===== config.mk =====
export PLATFORM = sky130hd
export DESIGN_NAME = zrb_uart_frame_rx
export DESIGN_NICKNAME = d
export VERILOG_FILES = /design/src/rtl/zrb_uart_frame_rx.sv
export SDC_FILE = /design/constraint.sdc
export NUM_CORES = 1
export LEC_CHECK = 0
export BUFFER_PORTS_ARGS = -buffer_cell sky130_fd_sc_hd__buf_2
export CAP_MARGIN = 25
export CORE_ASPECT_RATIO = 0.75
export CORE_UTILIZATION = 30
export DETAILED_ROUTE_END_ITERATION = 10
export PLACE_DENSITY = 0.44
export SLEW_MARGIN = 20
export SYNTH_ARGS = -nofsm -noshare
export SYNTH_HDL_FRONTEND = slang
export SYNTH_SLANG_ARGS = --single-unit

===== constraint.sdc =====
create_clock -name clk -period 4.51 [get_ports clk]
set_input_delay 0.2255 -clock clk [delete_from_list [all_inputs] [get_ports clk]]
set_output_delay 0.2255 -clock clk [all_outputs]
set_load 0.02 [all_outputs]

===== src/rtl/zrb_uart_frame_rx.sv =====
// zrb_uart_frame_rx: deframer downstream of zrb_uart_rx.
// It hunts for SYNC, takes LEN and then LEN payload bytes into a buffer,
// and checks an 8-bit additive checksum. Only good frames are released on
// the m_* valid/ready stream.
// Ports:
//   clk, reset (async, active-low)
//   rx_data/rx_valid        byte strobes from the UART receiver
//   m_data/m_valid/m_ready  payload stream; m_last marks the final byte
//   frame_ok/frame_err      one-cycle result pulses; err_code holds the last error
//   overrun                 one-cycle pulse when a byte is dropped during DRAIN
//   busy                    high whenever the block is not hunting for SYNC
module zrb_uart_frame_rx #(
  parameter int unsigned MAX_LEN = 16,
  parameter logic [7:0]  SYNC    = 8'hA5,
  parameter int unsigned TIMEOUT = 50000
) (
  input  logic       clk,
  input  logic       reset,
  input  logic [7:0] rx_data,
  input  logic       rx_valid,
  output logic [7:0] m_data,
  output logic       m_valid,
  input  logic       m_ready,
  output logic       m_last,
  output logic       frame_ok,
  output logic       frame_err,
  output logic [1:0] err_code,
  output logic       overrun,
  output logic       busy
);

  localparam int unsigned IDX_W = (MAX_LEN > 1) ? $clog2(MAX_LEN) : 1;
  localparam int unsigned TO_W  = $clog2(TIMEOUT + 1);

  localparam logic [1:0] ERR_LEN = 2'b01;
  localparam logic [1:0] ERR_CHK = 2'b10;
  localparam logic [1:0] ERR_TO  = 2'b11;

  typedef enum logic [2:0] {
    S_HUNT  = 3'd0,
    S_LEN   = 3'd1,
    S_DATA  = 3'd2,
    S_CHK   = 3'd3,
    S_DRAIN = 3'd4
  } state_e;

  state_e           state_q, state_d;
  logic [7:0]       sum_q, sum_d;
  logic [IDX_W-1:0] lenm1_q, lenm1_d;
  logic [IDX_W-1:0] wr_idx_q, wr_idx_d;
  logic [IDX_W-1:0] rd_idx_q, rd_idx_d;
  logic [TO_W-1:0]  cnt_q, cnt_d;
  logic             ok_q, ok_d;
  logic             err_q, err_d;
  logic [1:0]       code_q, code_d;
  logic             ovr_q, ovr_d;
  logic             we_c;
  logic [7:0]       sum_next_c;
  logic [7:0]       buf_q [MAX_LEN];

  assign sum_next_c = sum_q + rx_data;

  // Next-state and control
  always_comb begin
    state_d  = state_q;
    sum_d    = sum_q;
    lenm1_d  = lenm1_q;
    wr_idx_d = wr_idx_q;
    rd_idx_d = rd_idx_q;
    cnt_d    = cnt_q;
    ok_d     = 1'b0;
    err_d    = 1'b0;
    code_d   = code_q;
    ovr_d    = 1'b0;
    we_c     = 1'b0;

    unique case (state_q)
      S_HUNT: begin
        if (rx_valid && (rx_data == SYNC)) begin
          state_d = S_LEN;
          cnt_d   = '0;
        end
      end

      S_LEN, S_DATA, S_CHK: begin
        cnt_d = cnt_q + TO_W'(1);
        if (rx_valid) begin
          // An arriving byte always beats a same-cycle timeout.
          cnt_d = '0;
          if (state_q == S_LEN) begin
            sum_d = rx_data;
            if ((rx_data == 8'd0) || (rx_data > 8'(MAX_LEN))) begin
              err_d   = 1'b1;
              code_d  = ERR_LEN;
              state_d = S_HUNT;
            end else begin
              lenm1_d  = IDX_W'(rx_data - 8'd1);
              wr_idx_d = '0;
              state_d  = S_DATA;
            end
          end else if (state_q == S_DATA) begin
            we_c     = 1'b1;
            sum_d    = sum_next_c;
            wr_idx_d = wr_idx_q + IDX_W'(1);
            if (wr_idx_q == lenm1_q) state_d = S_CHK;
          end else begin
            if (sum_next_c == 8'd0) begin
              ok_d     = 1'b1;
              rd_idx_d = '0;
              state_d  = S_DRAIN;
            end else begin
              err_d   = 1'b1;
              code_d  = ERR_CHK;
              state_d = S_HUNT;
            end
          end
        end else if (cnt_q == TO_W'(TIMEOUT - 1)) begin
          // Counter reaches TIMEOUT on this idle cycle.
          err_d   = 1'b1;
          code_d  = ERR_TO;
          state_d = S_HUNT;
        end
      end

      S_DRAIN: begin
        if (rx_valid) ovr_d = 1'b1;
        if (m_ready) begin
          if (rd_idx_q == lenm1_q) state_d = S_HUNT;
          else                     rd_idx_d = rd_idx_q + IDX_W'(1);
        end
      end

      default: state_d = S_HUNT;
    endcase
  end

  // State and control registers
  always_ff @(posedge clk or negedge reset) begin
    if (!reset) begin
      state_q  <= S_HUNT;
      sum_q    <= '0;
      lenm1_q  <= '0;
      wr_idx_q <= '0;
      rd_idx_q <= '0;
      cnt_q    <= '0;
      ok_q     <= 1'b0;
      err_q    <= 1'b0;
      code_q   <= 2'b00;
      ovr_q    <= 1'b0;
    end else begin
      state_q  <= state_d;
      sum_q    <= sum_d;
      lenm1_q  <= lenm1_d;
      wr_idx_q <= wr_idx_d;
      rd_idx_q <= rd_idx_d;
      cnt_q    <= cnt_d;
      ok_q     <= ok_d;
      err_q    <= err_d;
      code_q   <= code_d;
      ovr_q    <= ovr_d;
    end
  end

  // Payload buffer; contents are don't-care after reset
  always_ff @(posedge clk) begin
    if (we_c) buf_q[wr_idx_q] <= rx_data;
  end

  // Stream outputs decode from registered state so they read 0 outside DRAIN
  assign m_valid   = (state_q == S_DRAIN);
  assign m_data    = m_valid ? buf_q[rd_idx_q] : 8'h00;
  assign m_last    = m_valid && (rd_idx_q == lenm1_q);
  assign busy      = (state_q != S_HUNT);
  assign frame_ok  = ok_q;
  assign frame_err = err_q;
  assign err_code  = code_q;
  assign overrun   = ovr_q;

endmodule


* Word level (Yosys, flattened, before mapping) *
Memories as Yosys holds them, arrays and structs flattened.
Index checks and enable logic that the tools add are counted.

cells by class
  add/sub/neg operators = 5
  $lt $le $gt $ge = 1
  equal/unequal tests = 22
  mux-type cells = 53
  bitwise operators = 1
  reduce and logical (&&, ||, !) cells = 19

operator list
  operator                                                               count
  4-bit two-way mux                                                      9
  16-bit two-way mux                                                     2
  16-bit case mux with 2 select lines                                    1
  3-bit two-way mux                                                      9
  8-bit two-way mux                                                      3
  1-bit two-way mux                                                      20
  16-bit by 1-bit adder with 16-bit output, second input constant        1
  16-bit equality test, second input constant                            1
  8-bit logical NOT                                                      2
  2-bit two-way mux                                                      7
  2-bit != test, second input constant                                   7
  5-bit AND reduction                                                    2
  3-bit != test, second input constant                                   3
  3-bit case mux with 3 select lines                                     1
  4-bit by 1-bit adder with 4-bit output, second input constant          2
  8-bit adder                                                            1
  4-bit equality test                                                    2
  8-bit equality test, second input constant                             1
  8-bit by 5-bit > comparator with 1-bit output, second input constant   1
  4-bit case mux with 2 select lines                                     1
  4-bit AND reduction                                                    2
  2-bit nonzero test                                                     4
  7-bit AND reduction                                                    1
  3-bit by 2-bit equality test with 1-bit output, second input constant  2
  14 further kinds                                                       16

storage, ports and cells
  bits in registers = 44
  RAM bits = 128
  output and inout bits = 16
  memories kept = 1

memories
  memory  depth  bits a word  read ports  clocked after memory_dff  wr ports  RTL line  source
  buf_q   16     8            1           0                         1         59        logic [7:0] buf_q [MAX_LEN];

* Longest topological paths before layout *
  depth in word-level cells = 7
  depth in mapped cells = 8
  gate-level depth less buffers = 8

* Least setup slack after synthesis *
No wires, ideal clock.

  kind = flip-flop to flip-flop
  start = reg sum_q[0]
  end = reg code_q[1] (netlist: err_code[1])
  library setup time = 0.124 ns
  arrival time = 2.418 ns
  data required time = 4.386 ns
  path slack = 1.968 ns
  cell stages (with the launch flop) = 9
  buffers on the path = 0
  path through = dfrtp_1 -> ha_1 -> fa_1 -> a211oi_2 -> nor2_1 -> xor2_1 -> or4_4 -> or2_4 -> o31a_1

between the ends
  cells in the longest elaborated chain, start to end = 4

ends and longest elaborated chain
  what                           RTL line  source
  start, declared                48        logic [7:0] sum_q, sum_d;
  start signal, assigned         152       sum_q <= sum_d;
  8-bit adder                    61        assign sum_next_c = sum_q + rx_data;
  8-bit logical NOT              107       if (sum_next_c == 8'd0) begin
  3-bit != test (no line)        --
  5-bit AND reduction (no line)  --
  end signal, assigned           159       code_q <= code_d;
  end, declared                  55        logic [1:0] code_q, code_d;

Every way passes these cells.
A chain may end at the register's enable or synchronous reset.

* Final worst setup path *
  start = reg rd_idx_q[0]
  end = out m_data[6]

between the ends
  cells in the longest elaborated chain, start to end = 2

ends and longest elaborated chain
  what                    RTL line  source
  start, declared         51        logic [IDX_W-1:0] rd_idx_q, rd_idx_d;
  start signal, assigned  155       rd_idx_q <= rd_idx_d;
  memory 16 x 8 bit       --
  8-bit two-way mux       171       assign m_data = m_valid ? buf_q[rd_idx_q] : 8'h00;
  end, declared           21        output logic [7:0] m_data,

Every way passes these cells.

==> flow_metrics.tcl <==
set metrics [dict create \
    outcome "finished clean" \
    leakage_nw 3.201 \
    critPathLaunch "rd_idx_q[0]" \
    synth_nets 548 \
    hold_path.class "input port to flop" \
    numCtsBuffers 17 \
    ctsResizeCount 0 \
    die_w_um 187.3 \
    fin_nets 579 \
    regArea_mm2 0.004946 \
    routed_wl_um 18660 \
    synth_top_area_share_pct 49.77 \
    cts_tree "done" \
    die_h_um 141.0 \
    finalMaxSlewViolations 0 \
    hpwl_um 12070 \
    num_antenna_cells 0 \
    rsz0062_at_grt "no" \
    p_per_area_mw_per_mm2 490.9 \
    power.switching_mw 1.378 \
    power.clock.fraction_pct 33.2 \
    area_growth_pct 14.97 \
    yosysTopAreaCell "edfxtp_1" \
    initial_core_util_pct 30.79 \
    initialDrtViolationCount 328 \
    critPathMaxStageDelay_ps 570 \
    synth_flop_cell "edfxtp_1" \
    core_area_mm2 0.02509 \
    netlist_area_mm2 0.007724 \
    synth-xor-area-share_pct 2.155 \
    wl_per_cell_um 20.69 \
    irDropWorstVdd_mv 0.2109 \
    syn_avg_cell_area_um2 14.85 \
    endpoint_kind "primary output" \
    drtPass1Iterations 6 \
    max_freq_ghz 0.3310 \
    io_pins 28 \
    synth-async-reset-ratio_pct 25.58 \
    routed-via-count 4607 \
    ys_ff_latch 172 \
    cp_max_fo 21 \
    synth_mux_area_share_pct 12.73 \
    synthSimpleGateAreaFrac_pct 9.461 \
    mostFrequentLayoutCell "edfxtp_1" \
    hold_start "m_ready" \
    vias_per_cell 5.108 \
    setup_ws_ps 1489 \
    synth_top_family_by_area "multiplexers" \
    cap_violations 0 \
    path_class "flop to primary output" \
    cts-htree-levels 4 \
    fin_crit_ps 3021 \
    cp_num_cells 5 \
    drc 0 \
    finClkSkew_ps 11.14 \
    mostFrequentLayoutCells "edfxtp_1 (128), o21ai_0 (47), dfrtp_1 (43)" \
    grt_overflow 0 \
    crit_buf_inv 2 \
    crit_slowest_cell "mux4_2" \
    gp_congestion 0.7445 \
    clock_path_buffers 2 \
    holdPathStages 4 \
    clock_latency_ps 430 \
    synth_compound_area_share_pct 6.966 \
    synth_adder_area_share_pct 2.689 \
    nFillCells 2356 \
    min_period_over_period_pct 66.99 \
    portBuffers 27 \
    clk_pin_slew_ps 70 \
    synth_area_leaders "edfxtp_1 (50%), dfrtp_1 (14%), mux4_2 (12%)" \
    syn_inst 520 \
    reg2reg_slack_ps 1820 \
    synth_cell_types 60 \
    cp.arrival_ps 2800 \
    die-area_mm2 0.02640 \
    antenna_left 0 \
    p_comb_share_pct 23.3 \
    clkSinkCount 172 \
    ys_seq_area_share_pct 64.02 \
    crit-reg2reg-launch "sum_q[0]" \
    post-cts-setup-buffers 0 \
    setup_violations 0 \
    swShare_pct 31.61 \
    worst_pin_slew_ps 1049 \
    start_kind "flop" \
    multi_input_comb_area_mm2 0.002665 \
    p_int_mw 2.981 \
    num_rows 50 \
    required_ps 4280 \
    grt_max_degree 45 \
    synth_edf_count 128 \
    critPathMostFrequentCell "mux4_2" \
    cts_root_buffer "clkbuf_16" \
    reg2reg_depth 8 \
    grt_pass1_wl_um 28720 \
    drive_above_1_share_pct 22.16 \
    path_delay_family "multiplexers" \
    seq_power_share_pct 43.5 \
    fin_setup_tns_ps 0 \
    hold_violations 0 \
    slew_headroom_pct 29.82 \
    place_ws_ps 1622 \
    path_cells "buf_4, mux4_2, mux4_2, and2_1, buf_2" \
    grt_pass1_vias 4522 \
    grt_use_total_pct 15.05 \
    cts_hold_buf 0 \
    synth_warnings 0 \
    grt_antenna_before_repair 0 \
]
==> flip-flops by register name, indices dropped and copies added, names as in the netlist <==
signal	cells
buf_q	128
cnt_q	16
err_code	2
frame_err	1
frame_ok	1
lenm1_q	4
overrun	1
rd_idx_q	4
state_q	3
sum_q	8
wr_idx_q	4
==> Yosys cell counts (2+ instances only) <==
| cell type | instances |
|---|---|
| edfxtp_1 | 128 |
| o21ai_0 | 47 |
| dfrtp_1 | 44 |
| nand2_1 | 41 |
| mux4_2 | 40 |
| nor2_1 | 29 |
| clkbuf_1 | 17 |
| ha_1 | 15 |
| inv_1 | 15 |
| xnor2_1 | 12 |
| and2_1 | 11 |
| and3_1 | 9 |
| nand4_1 | 9 |
| nor3_1 | 9 |
| a31oi_1 | 7 |
| xor2_1 | 7 |
| a21oi_1 | 6 |
| mux2i_1 | 6 |
| nand3_1 | 6 |
| nor4_1 | 6 |
| buf_2 | 5 |
| o41ai_1 | 3 |
| a211oi_2 | 2 |
| a21o_1 | 2 |
| a22o_1 | 2 |
| a311oi_1 | 2 |
| and4_1 | 2 |
| mux2_2 | 2 |
| nand3b_1 | 2 |
| nor4bb_1 | 2 |
| o211ai_1 | 2 |
| or4_1 | 2 |
==> final cells by class <==
cell class / count / share of cell area [%]
sequential: 172 / 55.70
multi-input combinational: 309 / 30.01
clock buffer: 17 / 4.791
tap: 338 / 4.763
timing repair buffer: 35 / 2.254
clock inverter: 15 / 1.804
inverter: 16 / 0.6763
==> logic make-up (layout without fill, tap and decap cells) <==
kind of cell | count (synthesis) | after routing
and+or+nand+nor | 141 | 141
DFF | 172 | 172
adders and majority gates | 16 | 16
buffers and inverters | 39 | 83
muxes | 48 | 48
AOI/OAI and AO/OA | 85 | 85
xor gates and xnor gates | 19 | 19
==> power groups by stage <==
stage                     sequential, mW  clock [mW]  combinational [mW]
after floorplan                     1.90           0               0.772
after global placement              1.93           0                1.01
after detailed placement            1.93           0                1.02
after CTS                           1.90        1.48                1.02
after global routing                1.91        1.56                1.13
final                               1.90        1.45                1.02
==> routing by layer <==
| metal | share of wire (%) | global-route usage, % | vias to the layer above |
|---|---|---|---|
| li1 | - | - | 2099 |
| met1 | 51 | 22.94 | 2362 |
| met2 | 44 | 21.60 | 136 |
| met3 | 4.6 | 3.186 | 10 |
| met4 | 0.79 | 3.753 | 0 |
| met5 | 0 | 0 | - |
==> path summary, 6_finish.rpt <==
kind / end
setup / recovery: m_data[6]
hold reg to reg: sum_q[0]
max in group asynchronous: rd_idx_q[0]
min in group asynchronous: cnt_q[4]
hold / removal: state_q[2]
setup reg to reg: err_code[1]
==> stage by stage <==
stage,std cells,util [%],hold slack [ps],total power [mW],instance area (µm²)
finish,902,35.40,177.7,4.359,8880
global route,902,35.40,198.8,4.599,8880
CTS,900,35.32,13.07,4.406,8860
detailed placement,868,32.98,479.4,2.953,8274
global placement,868,32.97,462.6,2.943,8270
floorplan,520,-,-70.09,2.674,7724
==> tightest hold or removal path: cells and delay by family <==
family / cells / cell delay, ps
and+or+nand+nor: 1 / 60
AOI/OAI and AO/OA: 1 / 120
buffers and inverters: 2 / 160
(Power assumes the default switching activity.)
